===== config.mk =====
export PLATFORM = sky130hd
export DESIGN_NAME = kgp_mc_sequencer_flat
export DESIGN_NICKNAME = d
export VERILOG_FILES = /design/src/rtl/kgp_mc_sequencer_pkg.sv /design/src/rtl/kgp_mc_sequencer_if.sv /design/src/rtl/kgp_mc_sequencer_wait_timer.sv /design/src/rtl/kgp_mc_sequencer.sv /design/src/flat_wrapper.sv
export SDC_FILE = /design/constraint.sdc
export NUM_CORES = 1
export LEC_CHECK = 0
export ABC_CLOCK_PERIOD_IN_PS = 2100
export BUFFER_PORTS_ARGS = -buffer_cell sky130_fd_sc_hd__buf_2
export CAP_MARGIN = 0
export CORE_MARGIN = 2
export CORE_UTILIZATION = 43
export CTS_CLUSTER_DIAMETER = 30
export DETAILED_ROUTE_END_ITERATION = 8
export HOLD_SLACK_MARGIN = 0.05
export PLACE_DENSITY = 0.8
export SLEW_MARGIN = 5
export SYNTH_ARGS = -nofsm -noshare
export SYNTH_HDL_FRONTEND = slang
export SYNTH_SLANG_ARGS = --single-unit

===== constraint.sdc =====
create_clock -name clk -period 2.1 [get_ports clk]
set_input_delay 0 -clock clk [delete_from_list [all_inputs] [get_ports clk]]
set_output_delay 0 -clock clk [all_outputs]
set_load 0.005 [all_outputs]

===== src/rtl/kgp_mc_sequencer_pkg.sv =====
// kgp_pkg: shared FSM state and instruction-class encodings for the KGP multi-cycle sequencer
// Contents: state_e (FSM states), cls_e (decoded instruction classes), PC/write-back select constants
package kgp_pkg;
   typedef enum logic [2:0] {
      ST_IDLE   = 3'd0,
      ST_FETCH  = 3'd1,
      ST_DECODE = 3'd2,
      ST_EXEC   = 3'd3,
      ST_MEM    = 3'd4,
      ST_WB     = 3'd5,
      ST_HALT   = 3'd6,
      ST_FAULT  = 3'd7
   } state_e;
   typedef enum logic [2:0] {
      CLS_ALU    = 3'd0,
      CLS_ALUI   = 3'd1,
      CLS_LOAD   = 3'd2,
      CLS_STORE  = 3'd3,
      CLS_BRANCH = 3'd4,
      CLS_JUMP   = 3'd5,
      CLS_HALT   = 3'd6,
      CLS_NOP    = 3'd7
   } cls_e;
   localparam logic PC_SEL_SEQ = 1'b0;
   localparam logic PC_SEL_TGT = 1'b1;
   localparam logic WB_SEL_ALU = 1'b0;
   localparam logic WB_SEL_MEM = 1'b1;
endpackage


===== src/rtl/kgp_mc_sequencer_if.sv =====
// kgp_mc_sequencer_if: instruction/data memory req/ack bundle
// Signals: imem_req/imem_ack (fetch), dmem_req/dmem_we/dmem_ack (data access)
// Modports: master = sequencer (drives requests), slave = memory (drives acks)
interface kgp_mc_sequencer_if;
   logic imem_req;
   logic imem_ack;
   logic dmem_req;
   logic dmem_we;
   logic dmem_ack;
   modport master (output imem_req, dmem_req, dmem_we, input imem_ack, dmem_ack);
   modport slave (input imem_req, dmem_req, dmem_we, output imem_ack, dmem_ack);
endinterface


===== src/rtl/kgp_mc_sequencer_wait_timer.sv =====
// kgp_wait_timer: memory wait-cycle counter with timeout compare
// Ports: clk, rst (async, active-low), clr (restart count), stall (req high, ack low),
//        timeout (this stall cycle is the MEM_TIMEOUT-th consecutive one)
module kgp_wait_timer #(
   parameter int MEM_TIMEOUT = 15
) (
   input  logic clk,
   input  logic rst,
   input  logic clr,
   input  logic stall,
   output logic timeout
);
   // cnt_q holds wait cycles already spent; the current stall cycle makes it reach the limit
   localparam logic [7:0] LIMIT = 8'(MEM_TIMEOUT - 1);
   logic [7:0] cnt_q, cnt_d;
   always_comb cnt_d = clr ? 8'd0 : stall ? cnt_q + 8'd1 : cnt_q;
   always_ff @(posedge clk or negedge rst)
      if (!rst) cnt_q <= 8'd0;
      else cnt_q <= cnt_d;
   // an ack clears stall, so an ack in the limit cycle completes the access instead
   assign timeout = stall && (cnt_q == LIMIT);
endmodule


===== src/rtl/kgp_mc_sequencer.sv =====
// kgp_mc_sequencer: multi-cycle FETCH/DECODE/EXEC/MEM/WB control sequencer for the KGP mini-RISC core
// Ports: clk, rst (async, active-low); start, instr_class, br_taken from core;
//        mem (kgp_mc_sequencer_if.master) memory handshakes; ir_load, pc_load, pc_sel, alu_en,
//        reg_write, wb_sel datapath enables; state, halted, fault status; retired, cycles perf counters
// Build option: KGP_PERF_CNT_EN enables the saturating retired/cycles counters (tied to 0 otherwise)
module kgp_mc_sequencer import kgp_pkg::*; #(
   parameter int PC_W        = 32,
   parameter int MEM_TIMEOUT = 15,
   parameter int CNT_W       = 32
) (
   input  logic                   clk,
   input  logic                   rst,
   input  logic                   start,
   input  logic [2:0]             instr_class,
   input  logic                   br_taken,
   kgp_mc_sequencer_if.master     mem,
   output logic                   ir_load,
   output logic                   pc_load,
   output logic                   pc_sel,
   output logic                   alu_en,
   output logic                   reg_write,
   output logic                   wb_sel,
   output logic [2:0]             state,
   output logic                   halted,
   output logic                   fault,
   output logic [CNT_W-1:0]       retired,
   output logic [CNT_W-1:0]       cycles
);
   if (PC_W < 1 || MEM_TIMEOUT < 1 || MEM_TIMEOUT > 255) begin : g_param_chk
      $error("kgp_mc_sequencer: illegal parameter value");
   end
   state_e state_q, state_d;
   cls_e   cls_q, cls_d;
   logic   imem_req, dmem_req, dmem_we;
   logic   stall, timeout;
   // stall is decoded from the registered state so the timer never loops through the next-state logic
   assign stall = (state_q == ST_FETCH && !mem.imem_ack) || (state_q == ST_MEM && !mem.dmem_ack);
   kgp_wait_timer #(.MEM_TIMEOUT(MEM_TIMEOUT)) u_wait_timer (
      .clk     (clk),
      .rst     (rst),
      .clr     (state_d != state_q),
      .stall   (stall),
      .timeout (timeout)
   );
   always_comb begin
      state_d   = state_q;
      cls_d     = cls_q;
      imem_req  = 1'b0;
      dmem_req  = 1'b0;
      dmem_we   = 1'b0;
      ir_load   = 1'b0;
      pc_load   = 1'b0;
      pc_sel    = PC_SEL_SEQ;
      alu_en    = 1'b0;
      reg_write = 1'b0;
      wb_sel    = WB_SEL_ALU;
      halted    = 1'b0;
      fault     = 1'b0;
      case (state_q)
         ST_IDLE: state_d = start ? ST_FETCH : ST_IDLE;
         ST_FETCH: begin
            imem_req = 1'b1;
            ir_load  = mem.imem_ack;
            pc_load  = mem.imem_ack;
            state_d  = mem.imem_ack ? ST_DECODE : timeout ? ST_FAULT : ST_FETCH;
         end
         ST_DECODE: begin
            cls_d   = cls_e'(instr_class);
            state_d = (instr_class == CLS_NOP) ? ST_FETCH : (instr_class == CLS_HALT) ? ST_HALT : ST_EXEC;
         end
         ST_EXEC: begin
            alu_en = 1'b1;
            case (cls_q)
               CLS_ALU, CLS_ALUI:   state_d = ST_WB;
               CLS_LOAD, CLS_STORE: state_d = ST_MEM;
               CLS_BRANCH: begin
                  pc_load = br_taken;
                  pc_sel  = br_taken ? PC_SEL_TGT : PC_SEL_SEQ;
                  state_d = ST_FETCH;
               end
               CLS_JUMP: begin
                  pc_load = 1'b1;
                  pc_sel  = PC_SEL_TGT;
                  state_d = ST_WB;
               end
               default: state_d = ST_FAULT;
            endcase
         end
         ST_MEM: begin
            dmem_req = 1'b1;
            dmem_we  = (cls_q == CLS_STORE);
            state_d  = mem.dmem_ack ? ((cls_q == CLS_STORE) ? ST_FETCH : ST_WB) : timeout ? ST_FAULT : ST_MEM;
         end
         ST_WB: begin
            reg_write = 1'b1;
            wb_sel    = (cls_q == CLS_LOAD) ? WB_SEL_MEM : WB_SEL_ALU;
            state_d   = ST_FETCH;
         end
         ST_HALT: halted = 1'b1;
         default: fault = 1'b1;
      endcase
   end
   always_ff @(posedge clk or negedge rst)
      if (!rst) begin
         state_q <= ST_IDLE;
         cls_q   <= CLS_ALU;
      end else begin
         state_q <= state_d;
         cls_q   <= cls_d;
      end
   assign mem.imem_req = imem_req;
   assign mem.dmem_req = dmem_req;
   assign mem.dmem_we  = dmem_we;
   assign state        = state_q;
`ifdef KGP_PERF_CNT_EN
   logic [CNT_W-1:0] retired_q, retired_d, cycles_q, cycles_d;
   logic             retire, active;
   always_comb begin
      // completion points: leaving WB, STORE ack, BRANCH resolve, NOP decode
      retire    = (state_q == ST_WB) || (state_q == ST_MEM && mem.dmem_ack && cls_q == CLS_STORE) ||
                  (state_q == ST_EXEC && cls_q == CLS_BRANCH) || (state_q == ST_DECODE && instr_class == CLS_NOP);
      active    = !(state_q inside {ST_IDLE, ST_HALT, ST_FAULT});
      retired_d = (retire && !(&retired_q)) ? retired_q + CNT_W'(1) : retired_q;
      cycles_d  = (active && !(&cycles_q)) ? cycles_q + CNT_W'(1) : cycles_q;
   end
   always_ff @(posedge clk or negedge rst)
      if (!rst) begin
         retired_q <= '0;
         cycles_q  <= '0;
      end else begin
         retired_q <= retired_d;
         cycles_q  <= cycles_d;
      end
   assign retired = retired_q;
   assign cycles  = cycles_q;
`else
   assign retired = '0;
   assign cycles  = '0;
`endif
endmodule


===== src/flat_wrapper.sv =====
// flat-port wrapper written by rule: the top's interface ports become plain ports
module kgp_mc_sequencer_flat import kgp_pkg::*;
#(
   parameter int PC_W        = 32,
   parameter int MEM_TIMEOUT = 15,
   parameter int CNT_W       = 32
)
  (clk, rst, start, instr_class, br_taken, ir_load, pc_load, pc_sel, alu_en, reg_write, wb_sel, state, halted, fault, retired, cycles, mem_imem_req, mem_dmem_req, mem_dmem_we, mem_imem_ack, mem_dmem_ack);
  kgp_mc_sequencer_if mem_i ();
  input  logic clk;
  input  logic rst;
  input  logic start;
  input  logic [2:0] instr_class;
  input  logic br_taken;
  output logic ir_load;
  output logic pc_load;
  output logic pc_sel;
  output logic alu_en;
  output logic reg_write;
  output logic wb_sel;
  output logic [2:0] state;
  output logic halted;
  output logic fault;
  output logic [CNT_W-1:0] retired;
  output logic [CNT_W-1:0] cycles;
  output wire logic [$bits(mem_i.imem_req)-1:0] mem_imem_req;
  output wire logic [$bits(mem_i.dmem_req)-1:0] mem_dmem_req;
  output wire logic [$bits(mem_i.dmem_we)-1:0] mem_dmem_we;
  input wire logic [$bits(mem_i.imem_ack)-1:0] mem_imem_ack;
  input wire logic [$bits(mem_i.dmem_ack)-1:0] mem_dmem_ack;
  assign mem_imem_req = mem_i.imem_req;
  assign mem_dmem_req = mem_i.dmem_req;
  assign mem_dmem_we = mem_i.dmem_we;
  assign mem_i.imem_ack = mem_imem_ack;
  assign mem_i.dmem_ack = mem_dmem_ack;
  kgp_mc_sequencer #(.PC_W(PC_W), .MEM_TIMEOUT(MEM_TIMEOUT), .CNT_W(CNT_W)) u_core (.clk(clk), .rst(rst), .start(start), .instr_class(instr_class), .br_taken(br_taken), .mem(mem_i), .ir_load(ir_load), .pc_load(pc_load), .pc_sel(pc_sel), .alu_en(alu_en), .reg_write(reg_write), .wb_sel(wb_sel), .state(state), .halted(halted), .fault(fault), .retired(retired), .cycles(cycles));
endmodule

==> run summary, run 1 <==
clk_skew: 0.00265 ns
CTS Sinks: 14
Core Box Area: 0.00310 mm²
TritonCTS clock tree: yes
Startpoint Class: register
P_leak: 0.771 nW
detailed placement HPWL: 1.97 mm
CP max stage delay: 0.57 ns
Max-cap violations: 0
HP Class: in2reg
P_sw: 0.597 mW
post-synthesis instance total: 165
Max-slew headroom: 56.8%
CP bufs+invs: 0
drt initial violations: 55
Synth async-reset ratio: 100%
Post-synth EDFFs: 0
Post-Route WL: 2.41 mm
critical path's slowest cell: dfrtp_1
Metal-1 WL: 948 µm
die area: 0.00377 mm²
RSZ-0062 raised after global routing: false
Clock Power Share: 14.7%
dpl ws: 0.181 ns
Fin. Hold Viols: 0
Die Height: 61.4 µm
GRT Overall Usage: 12.9%
worst path cell trace: or4b_1 -> nor3_1 -> o21bai_1 -> nand4_2 -> a211oi_2
routed len/inst: 10.2 µm
CP Launch Point: u_core.state[0]
first-pass GRT wire length: 3.55 mm
width of the die: 61.4 µm
vias in the first global route: 815
Critical Path Sink Type: register
switching share of power: 43.9%
I/O pin total: 87
count of pins over their slew limit: 0
share of cells above drive strength 1: 20.7%
register area: 350 µm²
clock period minus worst slack: 1.94 ns
WS Path Type: reg2reg
CP max FO: 13
via/cell ratio: 4.27
H-Tree Depth: 1
fillcell total: 325
Clock Latency Late Sink: 0.29 ns
#FFs+latches synth: 14
worst flop-to-flop path startpoint: u_core.state[0]
Req. time, crit path: 2.27 ns
syn avg cell area: 8.59 µm²
hold_sp: mem_dmem_ack
Ys Warns: 0
PnR worst setup slack: 0.156 ns
via count: 1,012
Clock Pin Slew Worst Setup and Hold Paths: 0.09 ns
Gate power share: 52.4%
WP data arrival: 2.11 ns
Max Fclk: 0.514 GHz
Post-route DRC: 0
worst vdd ir: 273 µV
n_diodes: 0
final setup vio count: 0
Starting Density: 45.7%
WL met2: 1.24 mm
Final Cycle Share: 92.6%
CTS Buffer Depth: 2
Fin Setup TNS: 0 ns
worst slew pin tran: 0.632 ns
Max Used Layer: met4
first-pass detailed-route iteration total: 4
post-synthesis sequential area ratio: 24.7%
Inserted Clock Buffers: 3
Int Pwr: 0.764 mW
Top delay family on crit path: simple AND/OR/NAND/NOR gates
Routed met3 length: 197 µm
grt ovf: 0
initial antenna violation count: 0
Mapped Area: 0.00142 mm²
Layout Area Growth over Synthesis: -0.618%
RePlAce Congestion: 0.905
Primary FF master, synth: dfrtp_1
Post-layout nets: 205
area of the multi-input gates: 791 µm²
sequential power share: 32.9%
post-layout util: 45.4%
row count: 20
Antenna Nets Post-Route: 0
Root Driver: clkbuf_4
Power Dens Cells: 966 mW/mm²
number of distinct library cells after synthesis: 41
maximum number of pins on one net before global-route repair: 15
status: finished clean
IO buf count: 22
## cell type report
class / count / share of cell area [%]
well taps: 44 / 3.91
inverters: 3 / 0.799
clock buffers: 4 / 2.58
flip-flops and latches: 14 / 24.9
repair buffers: 28 / 11.7
multi-input cells: 144 / 56.1
## final timing paths
path	endpoint	slack (ns)	depth (start not counted)
max in group asynchronous	u_core.u_wait_timer.cnt_q[7]	1.74	2
worst max-delay path	u_core.u_wait_timer.cnt_q[1]	0.16	5
min in group asynchronous	u_core.state[0]	0.13	2
worst min-delay path	u_core.state[1]	0.06	2
worst max register to register	u_core.u_wait_timer.cnt_q[1]	0.16	5
worst min register to register	u_core.u_wait_timer.cnt_q[7]	0.54	2
## metrics by stage
step           total power, mW  std cells  cell area [µm²]  hold WS (ns)
2_1_floorplan             1.04        228             1650        -0.296
3_3_place_gp              1.14        229             1330       -0.0915
3_5_place_dp              1.16        229             1330       -0.0900
4_1_cts                   1.37        237             1410        0.0505
5_1_grt                   1.48        237             1410        0.0672
6_report                  1.36        237             1410        0.0607
## cells in the final DEF, fill, tap and decap left out, drive strengths merged, types with 2 or more instances in the layout
master,synthesis,final
a31oi,3,3
nor3,3,3
or2,2,2
nand2b,3,3
buf,67,24
conb,1,64
nand3,3,3
inv,3,3
clkbuf,0,4
and3,3,3
mux2,3,3
xor2,5,5
ha,2,2
a211oi,2,2
o21ai,4,4
dfrtp,14,14
dlygate4sd3,0,4
nor2,15,15
xnor2,2,2
nand2,6,6
nand4,3,3
and2,5,5
## kinds of logic after synthesis
kind of cell	after synthesis	share of synthesized area [%]
buf+inv	70	36.2
simple gates	53	21.2
compound gates	14	8.47
flops	14	24.7
xor+xnor	7	4.32
mux	4	3.09
fa+ha+maj	2	1.76
other cells	1	0.265
## per-layer routing
layer / track usage (%) / up-vias
li1: - / 479
met1: 16.1 / 474
met2: 21.1 / 57
met3: 3.78 / 2
met4: 4.56 / 0
met5: 0 / -
## flip-flops by register name, summed over array words and instances, names as in the netlist
signal	flops
u_core.cls_q	3
u_core.state	3
u_core.u_wait_timer.cnt_q	8
## power groups by stage
stage          Clock (mW)  Combinational [mW]  Sequential, mW
3_3_place_gp            0               0.696           0.442
5_1_grt             0.217               0.793           0.466
2_1_floorplan           0               0.638           0.404
6_report            0.199               0.713           0.448
3_5_place_dp            0               0.705           0.452
4_1_cts             0.208               0.716           0.447
## synthesized netlist by cell type (2+ instances only)
cell type | instances | area share, %
dfrtp_1 | 14 | 25
nand2_1 | 6 | 1.6
nor2_1 | 14 | 3.7
nor3_1 | 3 | 1.1
o21ai_0 | 3 | 1.1
and2_1 | 5 | 2.2
a31oi_1 | 3 | 1.3
inv_1 | 3 | 0.79
nand4_1 | 2 | 0.88
buf_2 | 2 | 0.71
mux2_2 | 3 | 2.4
nand3_1 | 3 | 1.1
a211oi_2 | 2 | 1.8
or2_2 | 2 | 0.88
xor2_1 | 5 | 3.1
buf_4 | 64 | 34
ha_1 | 2 | 1.8
nand2b_1 | 3 | 1.3
xnor2_1 | 2 | 1.2
and3_1 | 3 | 1.3
## timing repair
| action | 4_1_cts | 5_1_grt |
|---|---|---|
| setup buffers | 0 | 0 |
| resized for setup | 0 | 0 |
| hold buffers | 4 | 0 |
| hold endpoints to repair | 17 | 0 |
Note: power is estimated with default switching activity, not from simulation.
==> inputs of run 2 (changes only) <==
- ABC_AREA: not set -> 1
- CORE_UTILIZATION: 43 -> 44
- PLACE_DENSITY: 0.8 -> 0.81
==> run summary, run 2 <==
Final Cycle Share: 81.8% (was 92.6%)
first-pass detailed-route iteration total: 4 (unchanged)
Adder-Cell Fraction of Synth Area: 1.73% (was 1.77%)
post-synthesis sequential area ratio: 24.2% (was 24.7%)
Post-Route WL: 2.51 mm (was 2.41 mm)
Min Hold Slack: 0.0811 ns (was 0.0607 ns)
fin cells: 277 (was 237)
Root Driver: clkbuf_4 (unchanged)
RR Endpoint: u_core.u_wait_timer.cnt_q[7] (was u_core.u_wait_timer.cnt_q[1])
die area: 0.00376 mm² (was 0.00377 mm²)
Reg2Reg Depth: 9 (was 5)
CP max FO: 7 (was 13)
worst vdd ir: 175 µV (was 273 µV)
Antenna Nets Post-Route: 0 (unchanged)
Critical Path Sink Type: register (unchanged)
status: finished clean (unchanged)
hold_sp: mem_imem_ack (was mem_dmem_ack)
worst flop-to-flop path startpoint: u_core.state[1] (was u_core.state[0])
Core Box Area: 0.00308 mm² (was 0.00310 mm²)
row count: 20 (unchanged)
RePlAce Congestion: 0.875 (was 0.905)
Fin Setup TNS: 0 ns (unchanged)
grt ovf: 0 (unchanged)
Req. time, crit path: 2.32 ns (was 2.27 ns)
Clock Latency Late Sink: 0.28 ns (was 0.29 ns)
CTS Buffer Depth: 2 (unchanged)
Max-cap violations: 0 (unchanged)
Synth area leader: buf_4 (unchanged)
H-Tree Depth: 1 (unchanged)
Clock Pin Slew Worst Setup and Hold Paths: 0.09 ns (about the same)
IO buf count: 22 (unchanged)
Power Dens Cells: 371 mW/mm² (was 966 mW/mm²)
Primary FF master, synth: dfrtp_1 (unchanged)
Mapped Area: 0.00145 mm² (was 0.00142 mm²)
commonest non-fill, non-tap cell in the layout: conb_1 (unchanged)
n_diodes: 0 (unchanged)
#FFs+latches synth: 14 (unchanged)
initial antenna violation count: 0 (unchanged)
CTS Sinks: 14 (unchanged)
post-CTS setup buffer count: 0 (unchanged)
dpl ws: 0.411 ns (was 0.181 ns)
reg2reg setup slack: 0.38 ns (was 0.16 ns)
fraction of the mapped netlist area in simple logic gates: 28.2% (was 21.2%)
Ys Warns: 0 (unchanged)
HP Class: in2reg (unchanged)
via count: 1,119 (was 1,012)
share of cells above drive strength 1: 17.6% (was 20.7%)
clock period minus worst slack: 1.72 ns (was 1.94 ns)
Startpoint Class: register (unchanged)
via/cell ratio: 4.04 (was 4.27)
WP data arrival: 1.94 ns (was 2.11 ns)
syn avg cell area: 7.08 µm² (was 8.59 µm²)
PnR worst setup slack: 0.382 ns (was 0.156 ns)
width of the die: 61.3 µm (was 61.4 µm)
Synth async-reset ratio: 100% (unchanged)
Synth Area in XOR/XNOR: 3.64% (was 4.32%)
WS Path Type: reg2reg (unchanged)
Max Fclk: 0.582 GHz (was 0.514 GHz)
TritonCTS clock tree: yes (unchanged)
maximum number of pins on one net before global-route repair: 15 (unchanged)
first-pass GRT wire length: 3.84 mm (was 3.55 mm)
post-synth top area share: 33.2% (was 33.9%)
I/O pin total: 87 (unchanged)
most frequent cells in the layout: conb_1 (64), nand2_1 (33), nor2_1 (27), buf_2 (22), inv_1 (19) (was conb_1 (64), buf_2 (22), nor2_1 (14), dfrtp_1 (14), nand2_1 (6))
dpl cells: 269 (was 229)
Layout Area Growth over Synthesis: -0.173% (was -0.618%)
routed len/inst: 9.07 µm (was 10.2 µm)
Starting Density: 47.0% (was 45.7%)
Inserted Clock Buffers: 3 (unchanged)
hold worst-path end: u_core.state[2] (was u_core.state[1])
post-synthesis instance total: 204 (was 165)
clk_skew: 0.00210 ns (was 0.00265 ns)
Fin. Hold Viols: 0 (unchanged)
Post-route DRC: 0 (unchanged)
leading cell types by total area after synthesis: buf_4 (33%), dfrtp_1 (24%), nand2_1 (8.6%), nor2_1 (7.0%), inv_1 (4.9%) (was buf_4 (34%), dfrtp_1 (25%), nor2_1 (3.7%), xor2_1 (3.1%), mux2_2 (2.4%))
P_leak: 0.853 nW (was 0.771 nW)
final setup vio count: 0 (unchanged)
Die Height: 61.3 µm (was 61.4 µm)
max reg flops: 8 (unchanged)
detailed placement HPWL: 2.02 mm (was 1.97 mm)
RSZ-0062 raised after global routing: false (unchanged)
post-synthesis mux area share: 0.779% (was 3.09%)
GRT Overall Usage: 13.9% (was 12.9%)
Post-layout nets: 245 (was 205)
count leader, synth: buf_4 (unchanged)
drt initial violations: 38 (was 55)
Synth top cells by count: buf_4 (64), nand2_1 (33), nor2_1 (27) (was buf_4 (64), dfrtp_1 (14), nor2_1 (14))
Post-synth EDFFs: 0 (unchanged)
count of pins over their slew limit: 0 (unchanged)
worst hold path cell count: 4 (was 2)
main combinational cell family by area after synthesis: buffers and inverters (unchanged)
number of distinct library cells after synthesis: 24 (was 41)
post-synthesis compound-gate area fraction: 2.42% (was 8.47%)
vias in the first global route: 841 (was 815)
Biggest register: u_core.u_wait_timer.cnt_q (unchanged)
==> run 2: changes by cell type after synthesis, sizes merged, moves of 2 or more <==
cell    previous run  this run
nor2              15        32
buf               67        64
mux2               3         1
nand2b             3         0
and2               5         0
and3               3         0
inv                3        20
a31oi              3         0
a21oi              0         2
nand2              6        35
nand3              3        14
a211oi             2         0
==> run 2: how the worst max path moves through the flow <==
stage,startpoint,slack (ns),end,cells past startpoint
4_1_cts,u_core.state[1],0.39,u_core.u_wait_timer.cnt_q[7],9
6_report,u_core.state[1],0.38,u_core.u_wait_timer.cnt_q[7],9
5_1_grt,u_core.state[2],0.22,u_core.u_wait_timer.cnt_q[6],10
2_1_floorplan,u_core.state[1],0.69,u_core.u_wait_timer.cnt_q[7],9
3_5_place_dp,u_core.state[1],0.41,u_core.u_wait_timer.cnt_q[7],9
3_3_place_gp,u_core.state[2],0.45,u_core.u_wait_timer.cnt_q[5],10
==> run 2: final cells by class <==
class / instances / area (µm²)
sequential: 14 / 350
clock buffer: 4 / 36.3
timing repair buffer: 26 / 150
inverter: 21 / 78.8
multi-input combinational: 168 / 772
tap: 44 / 55.1
fill: 324 / 1640
==> run 2: critical path, cell delays in order (launching register included) <==
cell,delay [ns]
dfrtp_1,0.47
nor2_1,0.24
nand3_1,0.19
nand2_2,0.21
nand3_2,0.10
nor2_2,0.15
nand3_1,0.09
nand2_1,0.07
nand2_1,0.05
nor2_1,0.09
==> run 2: what timing repair did <==
item / in CTS / in global routing
gates resized for setup: 0 / 0
hold buffers: 4 / 0
endpoints found under the hold margin: 17 / 0
==> run 2: kinds of logic (layout without fill, tap and decap cells) <==
group | count (synthesis) | in the layout
mux | 1 | 1
fa+ha+maj | 2 | 2
flops | 14 | 14
compound gates | 7 | 7
other cells | 1 | 64
xor+xnor | 6 | 6
buf+inv | 85 | 51
simple gates | 88 | 88
==> run 2: through the flow <==
step | utilization [%] | instance area [µm²] | power [mW]
3_5_place_dp | 44.4 | 1370 | 0.331
3_3_place_gp | 44.4 | 1370 | 0.330
2_1_floorplan | - | 1680 | 0.400
4_1_cts | 46.9 | 1440 | 0.536
5_1_grt | 46.9 | 1440 | 0.564
6_report | 46.9 | 1440 | 0.535
==> run 2: report_power, final <==
part | internal [mW] | leakage [nW] | switching (mW) | total (mW)
clock | 0.105 | 0.0210 | 0.0952 | 0.201
combinational | 0.0139 | 0.659 | 0.0438 | 0.0577
sequential | 0.272 | 0.173 | 0.00397 | 0.276
==> run 2: layer usage <==
metal	vias up	wire length, µm	GRT usage [%]
li1	558	-	-
met1	500	1170	19.8
met2	59	1110	20.8
met3	2	202	2.52
met4	0	27	5.59
met5	-	0	0
